**config.mk**
```make
export PLATFORM = sky130hd
export DESIGN_NAME = xbee_uart_tx
export DESIGN_NICKNAME = d
export VERILOG_FILES = /design/src/rtl/xbee_uart_tx.sv
export SDC_FILE = /design/constraint.sdc
export NUM_CORES = 1
export LEC_CHECK = 0
export BUFFER_PORTS_ARGS = -buffer_cell sky130_fd_sc_hd__buf_2
export CORE_MARGIN = 2
export CORE_UTILIZATION = 50
export DETAILED_ROUTE_END_ITERATION = 8
export PLACE_DENSITY = 0.67
export SETUP_SLACK_MARGIN = 0.5
export SYNTH_ARGS = -nofsm -noshare
export SYNTH_HDL_FRONTEND = slang
export SYNTH_SLANG_ARGS = --single-unit
```
**constraint.sdc**
```tcl
create_clock -name clk -period 7.6 [get_ports clk]
set_clock_uncertainty 0.2 [all_clocks]
set_input_delay 0.38 -clock clk [delete_from_list [all_inputs] [get_ports clk]]
set_output_delay 0.38 -clock clk [all_outputs]
set_load 0.1 [all_outputs]
```
**src/rtl/xbee_uart_tx.sv**
```systemverilog
// xbee_uart_tx: a send_data rising edge queues DataIn into a small FIFO; an
// 8N1 transmitter drains it LSB first with registered TxD/busy outputs.
module xbee_uart_tx #(
   parameter int BAUD       = 9600,
   parameter int DATA_WIDTH = 8,
   parameter int CLKFREQ    = 100_000_000,
   parameter int FIFO_DEPTH = 4
) (
   input  logic                  clk,
   input  logic                  reset,
   input  logic [DATA_WIDTH-1:0] DataIn,
   input  logic                  send_data,
   output logic                  TxD,
   output logic                  busy,
   output logic                  full,
   output logic                  empty,
   output logic                  overflow
);
   localparam int DIV = CLKFREQ / BAUD;
   localparam int CW  = (DIV > 1) ? $clog2(DIV) : 1;
   localparam int IW  = (DATA_WIDTH > 1) ? $clog2(DATA_WIDTH) : 1;
   localparam int AW  = $clog2(FIFO_DEPTH);
   localparam int NW  = AW + 1;
   localparam logic [CW-1:0] BAUD_LAST = CW'(DIV - 1);
   localparam logic [IW-1:0] IDX_LAST  = IW'(DATA_WIDTH - 1);
   localparam logic [NW-1:0] CNT_FULL  = NW'(FIFO_DEPTH);

   typedef enum logic [1:0] {IDLE, START, DATA, STOP} state_t;

   state_t                state_q, state_d;
   logic [CW-1:0]         baud_q, baud_d;
   logic [IW-1:0]         idx_q, idx_d;
   logic [DATA_WIDTH-1:0] shift_q, shift_d;
   logic                  txd_q, txd_d;
   logic                  busy_q, busy_d;
   logic                  send_q;
   logic                  ovf_q;
   logic [AW-1:0]         wr_q, rd_q;
   logic [NW-1:0]         cnt_q;
   logic [DATA_WIDTH-1:0] mem_q [FIFO_DEPTH];
   logic                  push_req, pop, push_ok, bit_end;

   assign full     = (cnt_q == CNT_FULL);
   assign empty    = (cnt_q == '0);
   assign push_req = send_data & ~send_q;
   assign pop      = (state_q == IDLE) & ~empty;
   // A pop in the same cycle frees a slot, so a push into a full FIFO still lands.
   assign push_ok  = push_req & (~full | pop);
   assign bit_end  = (baud_q == BAUD_LAST);

   assign TxD      = txd_q;
   assign busy     = busy_q;
   assign overflow = ovf_q;

   always_ff @(posedge clk) begin
      if (!reset && push_ok) mem_q[wr_q] <= DataIn;
   end

   // Outputs are registered from the current state, so TxD trails state by one cycle.
   always_comb begin
      state_d = state_q;
      baud_d  = baud_q;
      idx_d   = idx_q;
      shift_d = shift_q;
      txd_d   = 1'b1;
      busy_d  = (state_q != IDLE);
      case (state_q)
         IDLE: begin
            if (pop) begin
               shift_d = mem_q[rd_q];
               baud_d  = '0;
               idx_d   = '0;
               state_d = START;
            end
         end
         START: begin
            txd_d = 1'b0;
            if (bit_end) begin
               baud_d  = '0;
               idx_d   = '0;
               state_d = DATA;
            end else begin
               baud_d = baud_q + CW'(1);
            end
         end
         DATA: begin
            txd_d = shift_q[idx_q];
            if (bit_end) begin
               baud_d = '0;
               if (idx_q == IDX_LAST) begin
                  idx_d   = '0;
                  state_d = STOP;
               end else begin
                  idx_d = idx_q + IW'(1);
               end
            end else begin
               baud_d = baud_q + CW'(1);
            end
         end
         STOP: begin
            if (bit_end) begin
               baud_d  = '0;
               state_d = IDLE;
            end else begin
               baud_d = baud_q + CW'(1);
            end
         end
         default: state_d = IDLE;
      endcase
   end

   always_ff @(posedge clk) begin
      if (reset) begin
         state_q <= IDLE;
         baud_q  <= '0;
         idx_q   <= '0;
         shift_q <= '0;
         txd_q   <= 1'b1;
         busy_q  <= 1'b0;
         send_q  <= 1'b0;
         ovf_q   <= 1'b0;
         wr_q    <= '0;
         rd_q    <= '0;
         cnt_q   <= '0;
      end else begin
         state_q <= state_d;
         baud_q  <= baud_d;
         idx_q   <= idx_d;
         shift_q <= shift_d;
         txd_q   <= txd_d;
         busy_q  <= busy_d;
         send_q  <= send_data;
         if (push_req && !push_ok) ovf_q <= 1'b1;
         if (push_ok) wr_q <= wr_q + AW'(1);
         if (pop) rd_q <= rd_q + AW'(1);
         case ({push_ok, pop})
            2'b10:   cnt_q <= cnt_q + NW'(1);
            2'b01:   cnt_q <= cnt_q - NW'(1);
            default: ;
         endcase
      end
   end
endmodule
```
==> results of run 1 <==
## per-stage QoR
step	util (%)	worst slack (ns)	power, mW	hold slack [ns]
after CTS	56.5	4.59	1.20	0.0361
after floorplan	-	3.90	0.784	0.233
after detailed placement	52.8	4.63	0.855	0.250
after global placement	52.8	4.72	0.847	0.242
after global routing	56.5	4.36	1.25	0.0360
final	56.5	4.58	1.19	0.0499
## registers in the layout, indices dropped and copies added (netlist names)
register / flops
mem_q: 32
baud_q: 14
shift_q: 8
cnt_q: 3
idx_q: 3
rd_q: 2
state_q: 2
wr_q: 2
TxD: 1
busy: 1
overflow: 1
send_q: 1
## kinds of logic after synthesis
group | share of synthesized area, %
compound gates | 8.92
xor+xnor | 1.37
fa+ha+maj | 4.93
buf+inv | 2.82
flops | 53.8
mux | 9.35
simple gates | 18.8
## worst max-delay path, stage by stage, from the launching register on
cell and delay [ns]:
dfxtp_1 0.34, inv_1 0.10, ha_1 0.56, o31a_1 0.52
nand2_1 0.13, fa_1 0.38, inv_1 0.08, nor3_1 0.05
a31oi_1 0.19, mux2_2 0.35
## metal layers
layer | GRT usage, % | up-vias | routed length, um
met2 | 28.7 | 31 | 2810
li1 | - | 1068 | -
met1 | 22.2 | 1045 | 2610
met4 | 6.01 | 0 | 87
met3 | 5.64 | 9 | 178
met5 | 0 | - | 0
## worst max path at each step
stage / start / endpoint / slack (ns) / cells after the start
after global placement: state_q[0] / cnt_q[2] / 4.72 / 9
after CTS: state_q[0] / cnt_q[2] / 4.59 / 9
final: state_q[0] / cnt_q[2] / 4.58 / 9
after detailed placement: state_q[0] / cnt_q[2] / 4.63 / 9
after floorplan: cnt_q[0] / cnt_q[0] / 3.90 / 4
after global routing: state_q[1] / cnt_q[2] / 4.36 / 9
## cell type report
cell class / instances / area [sq um]
clock buffer: 9 / 124
inverter: 8 / 30.0
timing repair buffer: 16 / 82.6
clock inverter: 7 / 104
tap: 77 / 96.3
multi-input combinational: 187 / 1390
sequential: 70 / 1720
fill: 520 / 2730
## where the power goes
group / internal, mW / total (mW) / switching (mW)
logic: 0.130 / 0.355 / 0.225
clock network: 0.189 / 0.340 / 0.151
registers: 0.442 / 0.491 / 0.0484
total: 0.762 / 1.19 / 0.424
## cell usage in the layout, fill, tap and decap left out, drive strengths merged, types with 6 or more instances in the layout
master	instances
inv	11
nor2	20
nand3	13
ha	11
mux4	10
nand4	6
a21oi	15
a31oi	9
dfxtp	38
buf	16
clkbuf	9
edfxtp	32
nand2	28
## synthesized netlist by cell type (all sizes together) (5+ instances only)
| cell type | n |
|---|---|
| a31oi | 9 |
| nor2 | 20 |
| nand2b | 5 |
| ha | 11 |
| nor2b | 5 |
| dfxtp | 38 |
| inv | 8 |
| nand2 | 28 |
| edfxtp | 32 |
| clkbuf | 10 |
| nand3 | 13 |
| a21oi | 15 |
| mux4 | 10 |
| nand4 | 6 |
==> flow_summary.ini, run 1 <==
[critical_path]
critPathLaunchType = register
r2r-end = cnt_q[2]
critPathCaptureType = register
reg2reg_slack_ns = 4.58
crit_type = reg2reg
r2r_cells = 9
worstPathMaxFanout = 21
crit_arrival_ns = 3.05
r2r-start = state_q[0]
cp.required_ns = 7.64

[die]
rows = 29
start_util_pct = 50.9
die_h_um = 84.0
core_sq_um = 6280
fp.dieW_um = 84.0
dieArea_sq_um = 7050
io_pins = 16

[global_route]
grt_pass1_vias = 2130
antenna_found_initial = 0
grt_pass1_wl_mm = 9.84
grt_usage_pct = 17.6
grt_max_degree = 38
grt-ovfl-total = 0

[route]
drt-initial-drc-count = 95
vias = 2153
final_antenna_net_count = 0
routed_wl_mm = 5.68
wire_per_inst_um = 15.2
drc_errors = 0
vias_per_cell = 5.76
drt-pass1-iter-count = 4

[synthesis]
synth_edf_count = 32
synth-seq-cells = 70
synth.area.top_cells = edfxtp_1 30%, dfxtp_1 24%, mux4_2 7.0%, ha_1 4.3%, nand2_1 3.3%
synth_ff_type = dfxtp_1
ys_warn_count = 0
synthesis.instances = 279
synthDominantCellAreaShare_pct = 30.0
syn_avg_cell_area_sq_um = 11.5
yosysSeqAreaShare_pct = 53.8
syn-num-nets = 302
ys_types = 52
synth_area_sq_um = 3200
yosys.area.top_type = edfxtp_1
synth-async-reset-ratio_pct = 0

[timing]
fin_setup_tns_ns = 0
hold_viol_final = 0
worst_pin_slew_ns = 0.837
max_freq_mhz = 332
finalMaxSlewViolations = 0
min_period_over_period_pct = 39.7
period_minus_slack_ns = 3.02
maxSlewHeadroom_pct = 44.0
grt_setup_unrepaired = false
setup_viol = 0

[clock_tree]
cts_resized = 0
cts_buffers = 9
path_clk_slew_ns = 0.08
clock-sinks = 70
insertion_delay_ns = 0.35
ctsHoldBuffers = 0
cts_tree = built
cts_setup_buffers = 0
cts-root-buf = clkbuf_8
htree_levels = 3
cts_buffer_depth = 2

[cells_and_area]
syn_to_final_growth_pct = 10.8
stdcell_count = 374
fin_area_sq_um = 3540
finalNetCount = 315
antenna_cells = 0
drive_gt1_share_pct = 18.5

[place]
place_area_sq_um = 3320
io_buffers = 15
dp_cells = 358
dpl.hpwl_mm = 3.92
gp_congestion = 0.774

[run_status]
status = completed

[power_and_ir_drop]
p_per_area_nw_per_um2 = 334
power_leakage_nw = 1.26
vdd_ir_drop_max_v = 0.000189

[min_path]
hold_depth = 1
min_path_type = in2reg
hold_end = mem_q[1][6]
hold_start = DataIn[6]

[run]
cap_violations = 0
No activity file was read; power rests on OpenSTA's default activity.
==> run 2: changes to the inputs <==
==> constraint.sdc (replaced) <==
create_clock -name clk -period 3.05 [get_ports clk]
set_clock_uncertainty 0.2 [all_clocks]
set_input_delay 0.1525 -clock clk [delete_from_list [all_inputs] [get_ports clk]]
set_output_delay 0.1525 -clock clk [all_outputs]
set_load 0.1 [all_outputs]
==> run 2 against run 1 <==
Effect of this change: setup slack worse by 3.9 ns; hold slack better by 0.065 ns; total power is 140% higher; maximum frequency is 30% higher; core utilization is 1.5 points higher; final cell count is 3.5% higher; first-iteration DRC count is 5.3% higher; final area is 2.6% higher; sequential share of layout area is 1.2 points lower; largest power group unchanged; count of clock-buffer cells in the layout stayed put; critical endpoint unchanged; critical path depth is 1 higher.
==> flow_summary.ini, run 2 (same netlist as run 1, synthesis figures left out) <==
[run]
cap_violations = 0

[clock_tree]
htree_levels = 3
clock-sinks = 70
path_clk_slew_ns = 0.08
cts_setup_buffers = 0
cts_tree = built
cts_buffer_depth = 2
cts_buffers = 9
cts-root-buf = clkbuf_8
insertion_delay_ns = 0.35

[cells_and_area]
fin_util_pct = 57.9
regArea_sq_um = 1720
syn_to_final_growth_pct = 13.7
largest_reg_flops = 32
fin_area_sq_um = 3640
antenna_cells = 0
reg.largest.list = mem_q x32, baud_q x14, shift_q x8
finalNetCount = 328
regMostFlops = mem_q
nFillCells = 525
drive_gt1_share_pct = 19.4
final_common_cell = dfxtp_1
multi_input_area_sq_um = 1400
final_cell_mix = 38 x dfxtp_1, 32 x edfxtp_1, 28 x nand2_1, 20 x nor2_1

[power_and_ir_drop]
p_per_area_nw_per_um2 = 791
vdd_ir_drop_max_v = 0.000635
power_leakage_nw = 1.31

[timing]
max_freq_mhz = 430
grt_setup_unrepaired = false
setup_viol = 0
finalMaxSlewViolations = 0
maxSlewHeadroom_pct = 45.0
hold_viol_final = 0
fin_setup_tns_ns = 0
setup_slack_ns = 0.724
worst_pin_slew_ns = 0.813
min_period_over_period_pct = 76.3
period_minus_slack_ns = 2.33

[route]
met3_length_um = 166
drt-initial-drc-count = 100
highest_layer = met4
final_antenna_net_count = 0
vias = 2165
wl_met2_mm = 2.81
drt-met1-wl_mm = 2.66
vias_per_cell = 5.59
wire_per_inst_um = 14.8
routed_wl_mm = 5.73
drc_errors = 0
drt-pass1-iter-count = 4

[global_route]
grt_usage_pct = 17.8
grt_max_degree = 38
grt-ovfl-total = 0
antenna_found_initial = 0
grt_pass1_wl_mm = 9.85
grt_pass1_vias = 2046

[place]
dpl.hpwl_mm = 3.97
place_area_sq_um = 3360
gp_congestion = 0.766
io_buffers = 15
pre_cts_slack_ns = 0.729

[die]
rows = 29
fp.dieW_um = 84.0
dieArea_sq_um = 7050
io_pins = 16
core_sq_um = 6280
start_util_pct = 50.9
die_h_um = 84.0

[critical_path]
critPathCaptureType = register
crit_arrival_ns = 2.37
r2r-start = state_q[0]
crit_start = state_q[0]
crit_type = reg2reg
reg2reg_slack_ns = 0.72
cp.required_ns = 3.09
r2r-end = cnt_q[2]
r2r_cells = 10
critPathLaunchType = register
worstPathMaxFanout = 11

[run_status]
status = completed

[min_path]
hold_start = reset
min_path_type = in2reg
hold_end = wr_q[0]
hold_depth = 2
==> run 2: changes by cell type in the layout (fill, tap and decap cells not counted) <==
cell           previous run  this run
buf_4                     1         5
bufinv_16                 2         0
clkinv_4                  0         2
clkinvlp_4                2         1
dlygate4sd3_1             0         9
inv_8                     1         2
nor3_1                    4         3
nor3_4                    0         1
==> run 2: cell type report <==
cell class	instances	area share, %
repair buffers	29	5.57
well taps	77	2.65
clock inverters	7	1.79
multi-input cells	187	38.4
inverters	8	0.826
clock buffers	9	3.41
flip-flops and latches	70	47.3
==> run 2: what timing repair did <==
action | CTS | global route
gates resized for setup | 0 | 0
hold endpoints to repair | 33 | 0
hold buffers | 9 | 0
==> run 2: worst max-delay path: stages, from the launching register on <==
cell     delay, ns
dfxtp_1       0.33
inv_1         0.10
ha_1          0.17
buf_4         0.17
o31a_1        0.16
nand2_1       0.08
fa_1          0.37
inv_1         0.08
nor3_1        0.05
a31oi_1       0.17
mux2_2        0.34
==> run 2: worst max path at each step <==
stage                     to  slack, ns  cells after the start
detailed placement  cnt_q[2]       0.73                     10
CTS                 cnt_q[2]       0.72                     10
global placement    idx_q[0]       0.76                      6
finish              cnt_q[2]       0.72                     10
floorplan           cnt_q[2]       0.50                     11
global route        cnt_q[2]       0.51                     10
==> run 2: where the power goes <==
group | internal [mW] | switching, mW
Clock | 0.315 | 0.400
Sequential | 1.10 | 0.124
Combinational | 0.368 | 0.569
==> run 2: through the flow <==
stage | hold slack (ns) | instances | power, mW
2_1_floorplan | 0.0514 | 279 | 1.97
3_3_place_gp | 0.167 | 362 | 2.17
3_5_place_dp | 0.171 | 362 | 2.19
4_1_cts | 0.0973 | 387 | 2.91
5_1_grt | 0.134 | 387 | 3.06
6_report | 0.115 | 387 | 2.88
==> run 2: layer usage <==
layer	up-vias	GRT usage (%)
li1	1098	-
met1	1028	23.1
met3	9	4.75
met5	-	0
met2	30	28.4
met4	0	7.33
